### src/rtl/rj45_serial_rx_if.sv
// Avalon-ST style sample stream carried out of the RJ45 serial receiver.
interface rj45_serial_rx_if #(
  parameter int DATA_WIDTH = 32,
  parameter int CH_WIDTH   = 4
);
  logic [DATA_WIDTH-1:0] mic_output_data;
  logic [CH_WIDTH-1:0]   mic_output_channel;
  logic [1:0]            mic_output_error;
  logic                  mic_output_valid;

  modport master (
    output mic_output_data,
    output mic_output_channel,
    output mic_output_error,
    output mic_output_valid
  );

  modport slave (
    input mic_output_data,
    input mic_output_channel,
    input mic_output_error,
    input mic_output_valid
  );
endinterface

### src/rtl/rj45_serial_rx.sv
// RJ45 mic link receiver: synchronizes the serial clock/data, locks onto the
// frame sync word and emits channelized samples as an Avalon-ST source.
module rj45_serial_rx #(
  parameter int          DATA_WIDTH     = 32,
  parameter int          N_CHANNELS     = 16,
  parameter int          CH_WIDTH       = 4,
  parameter logic [15:0] SYNC_WORD      = 16'hF0A5,
  parameter int          TIMEOUT_CYCLES = 256
) (
  input  logic                   clk,
  input  logic                   reset_n,
  input  logic                   serial_clk_in,
  input  logic                   serial_data_in,
  rj45_serial_rx_if.master       mic,
  output logic                   frame_locked,
  output logic [7:0]             sync_loss_count
);

  localparam int BIT_W  = $clog2(DATA_WIDTH);
  localparam int IDLE_W = $clog2(TIMEOUT_CYCLES + 1);
  localparam logic [BIT_W-1:0]    LAST_BIT  = BIT_W'(DATA_WIDTH - 1);
  localparam logic [BIT_W-1:0]    LAST_SYNC = BIT_W'(15);
  localparam logic [CH_WIDTH-1:0] LAST_CH   = CH_WIDTH'(N_CHANNELS - 1);
  localparam logic [IDLE_W-1:0]   IDLE_MAX  = IDLE_W'(TIMEOUT_CYCLES);

  typedef enum logic [1:0] {HUNT, WORD, SYNC_CHK} state_t;

  logic clk_s1, clk_s2, clk_s3, data_s1, data_s2;
  logic strobe, bit_in;

  // NOTE: sequential state uses non-blocking assignments so every flop samples
  // pre-edge values; blocking here would collapse the synchronizer chain.
  always_ff @(posedge clk or negedge reset_n) begin
    if (!reset_n) begin
      {clk_s1, clk_s2, clk_s3} <= '0;
      {data_s1, data_s2}       <= '0;
    end else begin
      clk_s1  <= serial_clk_in;
      clk_s2  <= clk_s1;
      clk_s3  <= clk_s2;
      data_s1 <= serial_data_in;
      data_s2 <= data_s1;
    end
  end

  assign strobe = clk_s2 & ~clk_s3;
  assign bit_in = data_s2;

  state_t                state_q, state_d;
  logic [15:0]           hunt_q, hunt_d, hunt_next;
  logic [DATA_WIDTH-1:0] shift_q, shift_d, shifted;
  logic [BIT_W-1:0]      bit_cnt_q, bit_cnt_d;
  logic [CH_WIDTH-1:0]   ch_q, ch_d;
  logic                  resync_q, resync_d;
  logic [IDLE_W-1:0]     idle_q, idle_d;
  logic [7:0]            loss_q, loss_d, loss_inc;
  logic [DATA_WIDTH-1:0] data_q, data_d;
  logic [CH_WIDTH-1:0]   chan_q, chan_d;
  logic [1:0]            err_q, err_d;
  logic                  valid_q, valid_d;

  assign hunt_next = {hunt_q[14:0], bit_in};
  assign shifted   = {shift_q[DATA_WIDTH-2:0], bit_in};
  assign loss_inc  = (loss_q == 8'hFF) ? loss_q : loss_q + 8'd1;

  always_comb begin
    // NOTE: every next-value signal gets its hold value first so no path
    // through the case leaves it unassigned (which would infer a latch).
    state_d   = state_q;
    hunt_d    = hunt_q;
    shift_d   = shift_q;
    bit_cnt_d = bit_cnt_q;
    ch_d      = ch_q;
    resync_d  = resync_q;
    loss_d    = loss_q;
    data_d    = data_q;
    chan_d    = chan_q;
    err_d     = err_q;
    valid_d   = 1'b0;
    idle_d    = strobe ? '0 : ((idle_q == IDLE_MAX) ? idle_q : idle_q + 1'b1);

    if (strobe) begin
      unique case (state_q)
        HUNT: begin
          hunt_d = hunt_next;
          if (hunt_next == SYNC_WORD) begin
            state_d   = WORD;
            bit_cnt_d = '0;
            ch_d      = '0;
            resync_d  = 1'b1;
          end
        end
        WORD: begin
          shift_d = shifted;
          if (bit_cnt_q == LAST_BIT) begin
            data_d    = shifted;
            chan_d    = ch_q;
            err_d     = {1'b0, (ch_q == '0) && resync_q};
            valid_d   = 1'b1;
            bit_cnt_d = '0;
            if (ch_q == '0) resync_d = 1'b0;
            if (ch_q == LAST_CH) begin
              ch_d    = '0;
              state_d = SYNC_CHK;
            end else begin
              ch_d = ch_q + 1'b1;
            end
          end else begin
            bit_cnt_d = bit_cnt_q + 1'b1;
          end
        end
        SYNC_CHK: begin
          shift_d = shifted;
          if (bit_cnt_q == LAST_SYNC) begin
            bit_cnt_d = '0;
            if (shifted[15:0] == SYNC_WORD) begin
              state_d = WORD;
              ch_d    = '0;
            end else begin
              state_d = HUNT;
              hunt_d  = '0;
              loss_d  = loss_inc;
            end
          end else begin
            bit_cnt_d = bit_cnt_q + 1'b1;
          end
        end
        default: state_d = HUNT;
      endcase
    end else if (state_q != HUNT && idle_q == IDLE_MAX) begin
      // Link went quiet mid-frame: drop the partial word and start hunting.
      state_d   = HUNT;
      hunt_d    = '0;
      bit_cnt_d = '0;
      ch_d      = '0;
      loss_d    = loss_inc;
    end
  end

  always_ff @(posedge clk or negedge reset_n) begin
    if (!reset_n) begin
      state_q   <= HUNT;
      hunt_q    <= '0;
      shift_q   <= '0;
      bit_cnt_q <= '0;
      ch_q      <= '0;
      resync_q  <= 1'b0;
      idle_q    <= '0;
      loss_q    <= '0;
      data_q    <= '0;
      chan_q    <= '0;
      err_q     <= '0;
      valid_q   <= 1'b0;
    end else begin
      state_q   <= state_d;
      hunt_q    <= hunt_d;
      shift_q   <= shift_d;
      bit_cnt_q <= bit_cnt_d;
      ch_q      <= ch_d;
      resync_q  <= resync_d;
      idle_q    <= idle_d;
      loss_q    <= loss_d;
      data_q    <= data_d;
      chan_q    <= chan_d;
      err_q     <= err_d;
      valid_q   <= valid_d;
    end
  end

  assign mic.mic_output_data    = data_q;
  assign mic.mic_output_channel = chan_q;
  assign mic.mic_output_error   = err_q;
  assign mic.mic_output_valid   = valid_q;
  assign frame_locked           = (state_q != HUNT);
  assign sync_loss_count        = loss_q;

endmodule

### src/flat_wrapper.sv
// flat-port wrapper written by rule: the top's interface ports become plain ports
module rj45_serial_rx_flat 
#(
  parameter int          DATA_WIDTH     = 32,
  parameter int          N_CHANNELS     = 16,
  parameter int          CH_WIDTH       = 4,
  parameter logic [15:0] SYNC_WORD      = 16'hF0A5,
  parameter int          TIMEOUT_CYCLES = 256
)
  (clk, reset_n, serial_clk_in, serial_data_in, frame_locked, sync_loss_count, mic_mic_output_data, mic_mic_output_channel, mic_mic_output_error, mic_mic_output_valid);
  rj45_serial_rx_if #(.DATA_WIDTH(DATA_WIDTH), .CH_WIDTH(CH_WIDTH)) mic_i ();
  input  logic clk;
  input  logic reset_n;
  input  logic serial_clk_in;
  input  logic serial_data_in;
  output logic frame_locked;
  output logic [7:0] sync_loss_count;
  output wire logic [$bits(mic_i.mic_output_data)-1:0] mic_mic_output_data;
  output wire logic [$bits(mic_i.mic_output_channel)-1:0] mic_mic_output_channel;
  output wire logic [$bits(mic_i.mic_output_error)-1:0] mic_mic_output_error;
  output wire logic [$bits(mic_i.mic_output_valid)-1:0] mic_mic_output_valid;
  assign mic_mic_output_data = mic_i.mic_output_data;
  assign mic_mic_output_channel = mic_i.mic_output_channel;
  assign mic_mic_output_error = mic_i.mic_output_error;
  assign mic_mic_output_valid = mic_i.mic_output_valid;
  rj45_serial_rx #(.DATA_WIDTH(DATA_WIDTH), .N_CHANNELS(N_CHANNELS), .CH_WIDTH(CH_WIDTH), .SYNC_WORD(SYNC_WORD), .TIMEOUT_CYCLES(TIMEOUT_CYCLES)) u_core (.clk(clk), .reset_n(reset_n), .serial_clk_in(serial_clk_in), .serial_data_in(serial_data_in), .mic(mic_i), .frame_locked(frame_locked), .sync_loss_count(sync_loss_count));
endmodule
### config.mk
export PLATFORM = sky130hd
export DESIGN_NAME = rj45_serial_rx_flat
export DESIGN_NICKNAME = d
export VERILOG_FILES = /design/src/rtl/rj45_serial_rx_if.sv /design/src/rtl/rj45_serial_rx.sv /design/src/flat_wrapper.sv
export SDC_FILE = /design/constraint.sdc
export NUM_CORES = 1
export LEC_CHECK = 0
export BUFFER_PORTS_ARGS = -buffer_cell sky130_fd_sc_hd__buf_2
export CAP_MARGIN = 15
export CORE_AREA = 2 2 135 137
export DETAILED_ROUTE_END_ITERATION = 10
export DIE_AREA = 0 0 137 139
export GPL_TIMING_DRIVEN = 0
export SYNTH_ARGS = -nofsm -noshare
export SYNTH_HDL_FRONTEND = slang
export SYNTH_SLANG_ARGS = --single-unit
### constraint.sdc
create_clock -name clk -period 4.92 [get_ports clk]
set_input_delay 0.492 -clock clk [delete_from_list [all_inputs] [get_ports clk]]
set_output_delay 0.492 -clock clk [all_outputs]
set_load 0.01 [all_outputs]
Yosys cells after proc, flatten, opt, wreduce, memory -nomap -nowiden
Index checks and enable logic that the tools add are counted.
- word-level logic and storage cells: 105
- input port bits: 4
- register bits after elaboration: 118
- output and inout port bits: 48
- reductions and logical operators: 16
- bitwise gates (word level): 2
- equal/unequal tests: 24
- muxes and demuxes: 42
- $add $sub $neg: 4
- operator list (cell ; number):
    $mux 15 ; 4
    $mux 8 ; 6
    $eq 16x16->1 const B ; 2
    $pmux 15 s2 ; 1
    $mux 4 ; 7
    $mux 5 ; 5
    $ne 3x3->1 const B ; 7
    $mux 9 ; 2
    $pmux 5 s3 ; 1
    $mux 2 ; 6
    $pmux 4 s3 ; 1
    $reduce_and 5->1 ; 2
    $add 9x1->9 const B ; 1
    $eq 9x9->1 const B ; 1
    $add 8x1->8 const B ; 1
    $eq 8x8->1 const B ; 1
    $ne 2x1->1 const B ; 4
    $reduce_and 4->1 ; 2
    $mux 1 ; 7
    $ne 2x2->1 const B ; 3
    $pmux 2 s3 ; 1
    $reduce_and 3->1 ; 2
    $reduce_and 6->1 ; 1
    $reduce_bool 2->1 ; 3
    16 further kinds ; 17

Longest topological paths before layout
- depth in word-level cells: 6
- depth in mapped cells: 9
- depth with buffers taken out: 8

Worst setup path after synthesis
OpenSTA, ideal clock, no wires.
- kind: register to register
- start: register u_core.bit_cnt_q[0]
- end: register u_core.ch_q[0]
- cell stages (with the launch flop): 8
- setup slack: 2.973 ns
- arrival: 1.822 ns
- setup time: 0.125 ns
- clock period less this slack: 1.947 ns
- required time: 4.795 ns
- buffers on the path: 0
- cells stage by stage: dfrtp_1 ha_1 and3_1 ha_1 o22a_1 o2bb2ai_1 nor2_1 mux2_2
- word-level cells in the longest chain between the ends: 3
- elaborated cells on any way between the ends: 5
- those cells by class: eq/ne: 4; reduce/logical: 1
- RTL lines (what ; RTL line ; RTL):
    start, declared ; rj45_serial_rx.sv:52 ; logic [BIT_W-1:0] bit_cnt_q, bit_cnt_d;
    start signal, assigned ; rj45_serial_rx.sv:158 ; bit_cnt_q <= bit_cnt_d;
    $eq 5x4->1 or $eq 5x5->1 (tied branches) ; rj45_serial_rx.sv:114, rj45_serial_rx.sv:95 ;
    $ne 3x3->1 (no line) ; - ;
    $reduce_and 6->1 (no line) (*) ; - ;
    end signal, assigned ; rj45_serial_rx.sv:159 ; ch_q <= ch_d;
    end, declared ; rj45_serial_rx.sv:53 ; logic [CH_WIDTH-1:0] ch_q, ch_d;
Every way passes the cells marked *; elsewhere a longest branch is shown, timed or not.
A chain may end at the register's enable or synchronous reset.

Worst setup path after layout
Ends and elaborated chain as after synthesis.

==> impl_metrics.csv <==
group,metric,value,unit
synthesis,synth_cell_types,52,
drt,drtPass1Iterations,4,
timing,slew_violations,0,
worst_hold_path,min_path_type,"primary input to async pin",
critical_path,crit_path_end_kind,"flip-flop",
finish,layout-drive-gt1-share,35.35,%
critical_path,cp.arrival,2480,ps
drt,drt-total-wl,9981,um
finish,final_cell_mix,"118 x dfrtp_1, 69 x mux2_2, 57 x buf_2, 35 x nand2_1, 29 x inv_1",
clock_network,cts_setup_buffers,0,
floorplanning,fp.dieArea,19040,um^2
timing,worstMarginPinSlew,549.3,ps
synthesis,syn_nets,429,
clock_network,ctsRootBufferMaster,"clkbuf_16",
floorplanning,ioPinCount,52,
global_routing,grt_pass1_vias,3565,
run,maxCapViolCount,0,
power,ir_drop,0.2664,mV
critical_path,slowest_stage,"dfrtp_1",
status,status,"finished, final reports clean",
timing,setup_viol,0,
power,p_leak,3.192,nW
synthesis,yosysSeqAreaShare,56.96,%
synthesis,syn_area,5184,um^2
finish,fin_area,6377,um^2
synthesis,synth_edf_count,0,
clock_network,ctsLongestPathBuffers,2,
synthesis,synth.avg_cell_area,12.58,um^2
finish,nNetsFinal,499,
placed_design,port_buffers,50,
critical_path,required,5210,ps
timing,fin_crit,2188,ps
global_routing,grt_overflow,0,
timing,hold_viol,0,
synthesis,ys_ff_latch,118,
clock_network,clkLatencyLatePin,410,ps
floorplanning,dieWidth,137,um
timing,fin_crit_sh,44.48,%
critical_path,crit_type,"flip-flop to flip-flop",
synthesis,syn_inst,412,
clock_network,cts-resized-gates,0,
floorplanning,start_util,29.36,%
critical_path,cpPeakStageDelay,390,ps
global_routing,grt_usage,11.54,%
finish,n_antenna_cell,0,
critical_path,critPathLaunchType,"flip-flop",
power,powerDensity,371.2,nW/um^2
clock_network,holdBufCountCts,0,
critical_path,critPathMaxFanout,6,
finish,fin_util,36.12,%
clock_network,htreeDepth,4,
clock_network,cts_tree,"built",
timing,rsz0062_at_grt,"false",
timing,finClkSkew,7.550,ps
placed_design,place_area,5754,um^2
critical_path,crit_top_cell,"ha_1",
global_routing,grt_max_degree,66,
floorplanning,core,17660,um^2
drt,ant_nets,0,
floorplanning,num_rows,49,
clock_network,path_clk_slew,60,ps
drt,drt-wirelength-per-cell,13.79,um
global_routing,grt_pass1_wl,17370,um
finish,area.growth.synth_to_final,23.03,%
clock_network,cts_buffers,17,
drt,vias_per_cell,4.543,
placed_design,dpl.hpwl,6994,um
drt,drtIter0Drc,170,
synthesis,synth_ff_type,"dfrtp_1",
critical_path,cp_cell_sequence,"ha_1 -> and3_1 -> ha_1 -> o22a_1 -> o2bb2ai_1 -> nor2_1 -> mux2_2",
global_routing,antenna_found_initial,0,
drt,vias,3289,
timing,setup_tns,0,ps
placed_design,place.gp.congestion,0.7430,
synthesis,yosys_warnings,0,
finish,final_common_cell,"dfrtp_1",
floorplanning,die_y,139,um
drt,route.detailed.drc,0,
timing,max_freq,457.0,MHz
synthesis,async_reset_ff_share,100.0,%
clock_network,clock_sinks,118,
timing,max_slew_margin,63.25,%
[layer usage]
metal,share of wire [%],wire [um],global-route usage [%],vias to the layer above
met4,1.3,127,4.015,0
li1,-,-,-,1566
met1,43,4324,13.52,1665
met5,0,0,0,-
met3,3.3,328,3.838,14
met2,52,5200,19.61,44
[worst max-delay path, delay by kind of cell, from the launching register on]
kind | cells | cell delay [ps]
AOI/OAI and AO/OA | 2 | 410
adders and majority gates | 2 | 460
DFF | 1 | 390
muxes | 1 | 370
and+or+nand+nor | 2 | 440
[cell type report]
cell class / instances / area [um^2]
multi-input combinational: 250 / 2037
inverter: 29 / 108.9
clock inverter: 13 / 180.2
buffer: 15 / 85.08
clock buffer: 19 / 442.9
timing repair buffer: 51 / 284.0
fill: 1781 / 11280
tap: 229 / 286.5
sequential: 118 / 2953
[stage by stage]
stage          instances  power (mW)  worst slack, ps  hold slack, ps
3_5_place_dp         692       1.096             2713           341.9
6_report             724       2.367             2732           41.12
2_1_floorplan        412       1.058             2973           196.4
3_3_place_gp         691       1.089             1937           338.5
5_1_grt              724       2.462             2620           77.65
4_1_cts              724       2.403             2720           46.67
[path summary, 6_finish.rpt]
path | cells after the start | end | slack (ps) | startpoint
worst min-delay path | 1 | u_core.clk_s1 | 40 | reset_n
worst min register to register | 0 | u_core.bit_in | 360 | u_core.data_s1
worst max register to register | 7 | u_core.ch_q[0] | 2730 | u_core.bit_cnt_q[0]
worst max-delay path | 7 | u_core.ch_q[0] | 2730 | u_core.bit_cnt_q[0]
max in group asynchronous | 2 | u_core.shift_q[12] | 4190 | reset_n
min in group clk | 1 | u_core.data_s1 | 190 | serial_data_in
[kinds of logic (layout without fill, tap and decap cells)]
group / after synthesis / count (layout) / synth area share, %
flip-flops: 118 / 118 / 56.96
AND/OR/NAND/NOR: 104 / 104 / 11.30
multiplexers: 88 / 88 / 18.66
buffers and inverters: 44 / 127 / 3.741
AO/OA/AOI/OAI: 35 / 35 / 4.611
adder cells (fa/ha/maj): 13 / 13 / 3.138
XOR/XNOR: 9 / 9 / 1.521
other: 1 / 1 / 0.07234
[registers in the layout, summed over array words and instances, names as in the netlist]
| register | cells |
|---|---|
| u_core.clk_s1 | 1 |
| u_core.clk_s2 | 1 |
| u_core.sync_loss_count | 8 |
| u_core.state_q | 2 |
| u_core.resync_q | 1 |
| u_core.shift_q | 31 |
| u_core.bit_cnt_q | 5 |
| u_core.hunt_q | 15 |
| u_core.bit_in | 1 |
| u_core.mic.mic_output_channel | 4 |
| u_core.idle_q | 9 |
| u_core.ch_q | 4 |
| u_core.mic.mic_output_error | 1 |
| u_core.mic.mic_output_valid | 1 |
| u_core.data_s1 | 1 |
| u_core.clk_s3 | 1 |
| u_core.mic.mic_output_data | 32 |
[power by group]
part / total (mW) / switching [mW] / internal [mW]
combinational: 0.0740 / 0.0468 / 0.0272
sequential: 1.00 / 0.0171 / 0.986
clock: 1.29 / 0.433 / 0.857
[cell usage after synthesis, types with 4 or more instances]
library cell    n  area (um^2)
nand2_1        35        131.4
o21ai_0        16        80.08
nand3_1        15        75.07
nor3_1          5        25.02
xor2_1          5        43.79
mux2_2         69        777.0
mux2i_1        19        190.2
nand2b_1        4        25.02
dfrtp_1       118         2953
nor2_1         16        60.06
inv_1          29        108.9
a21oi_1         4        20.02
buf_2           8        40.04
xnor2_1         4        35.03
ha_1           13        162.7
Power figures use the tool's default switching activity.
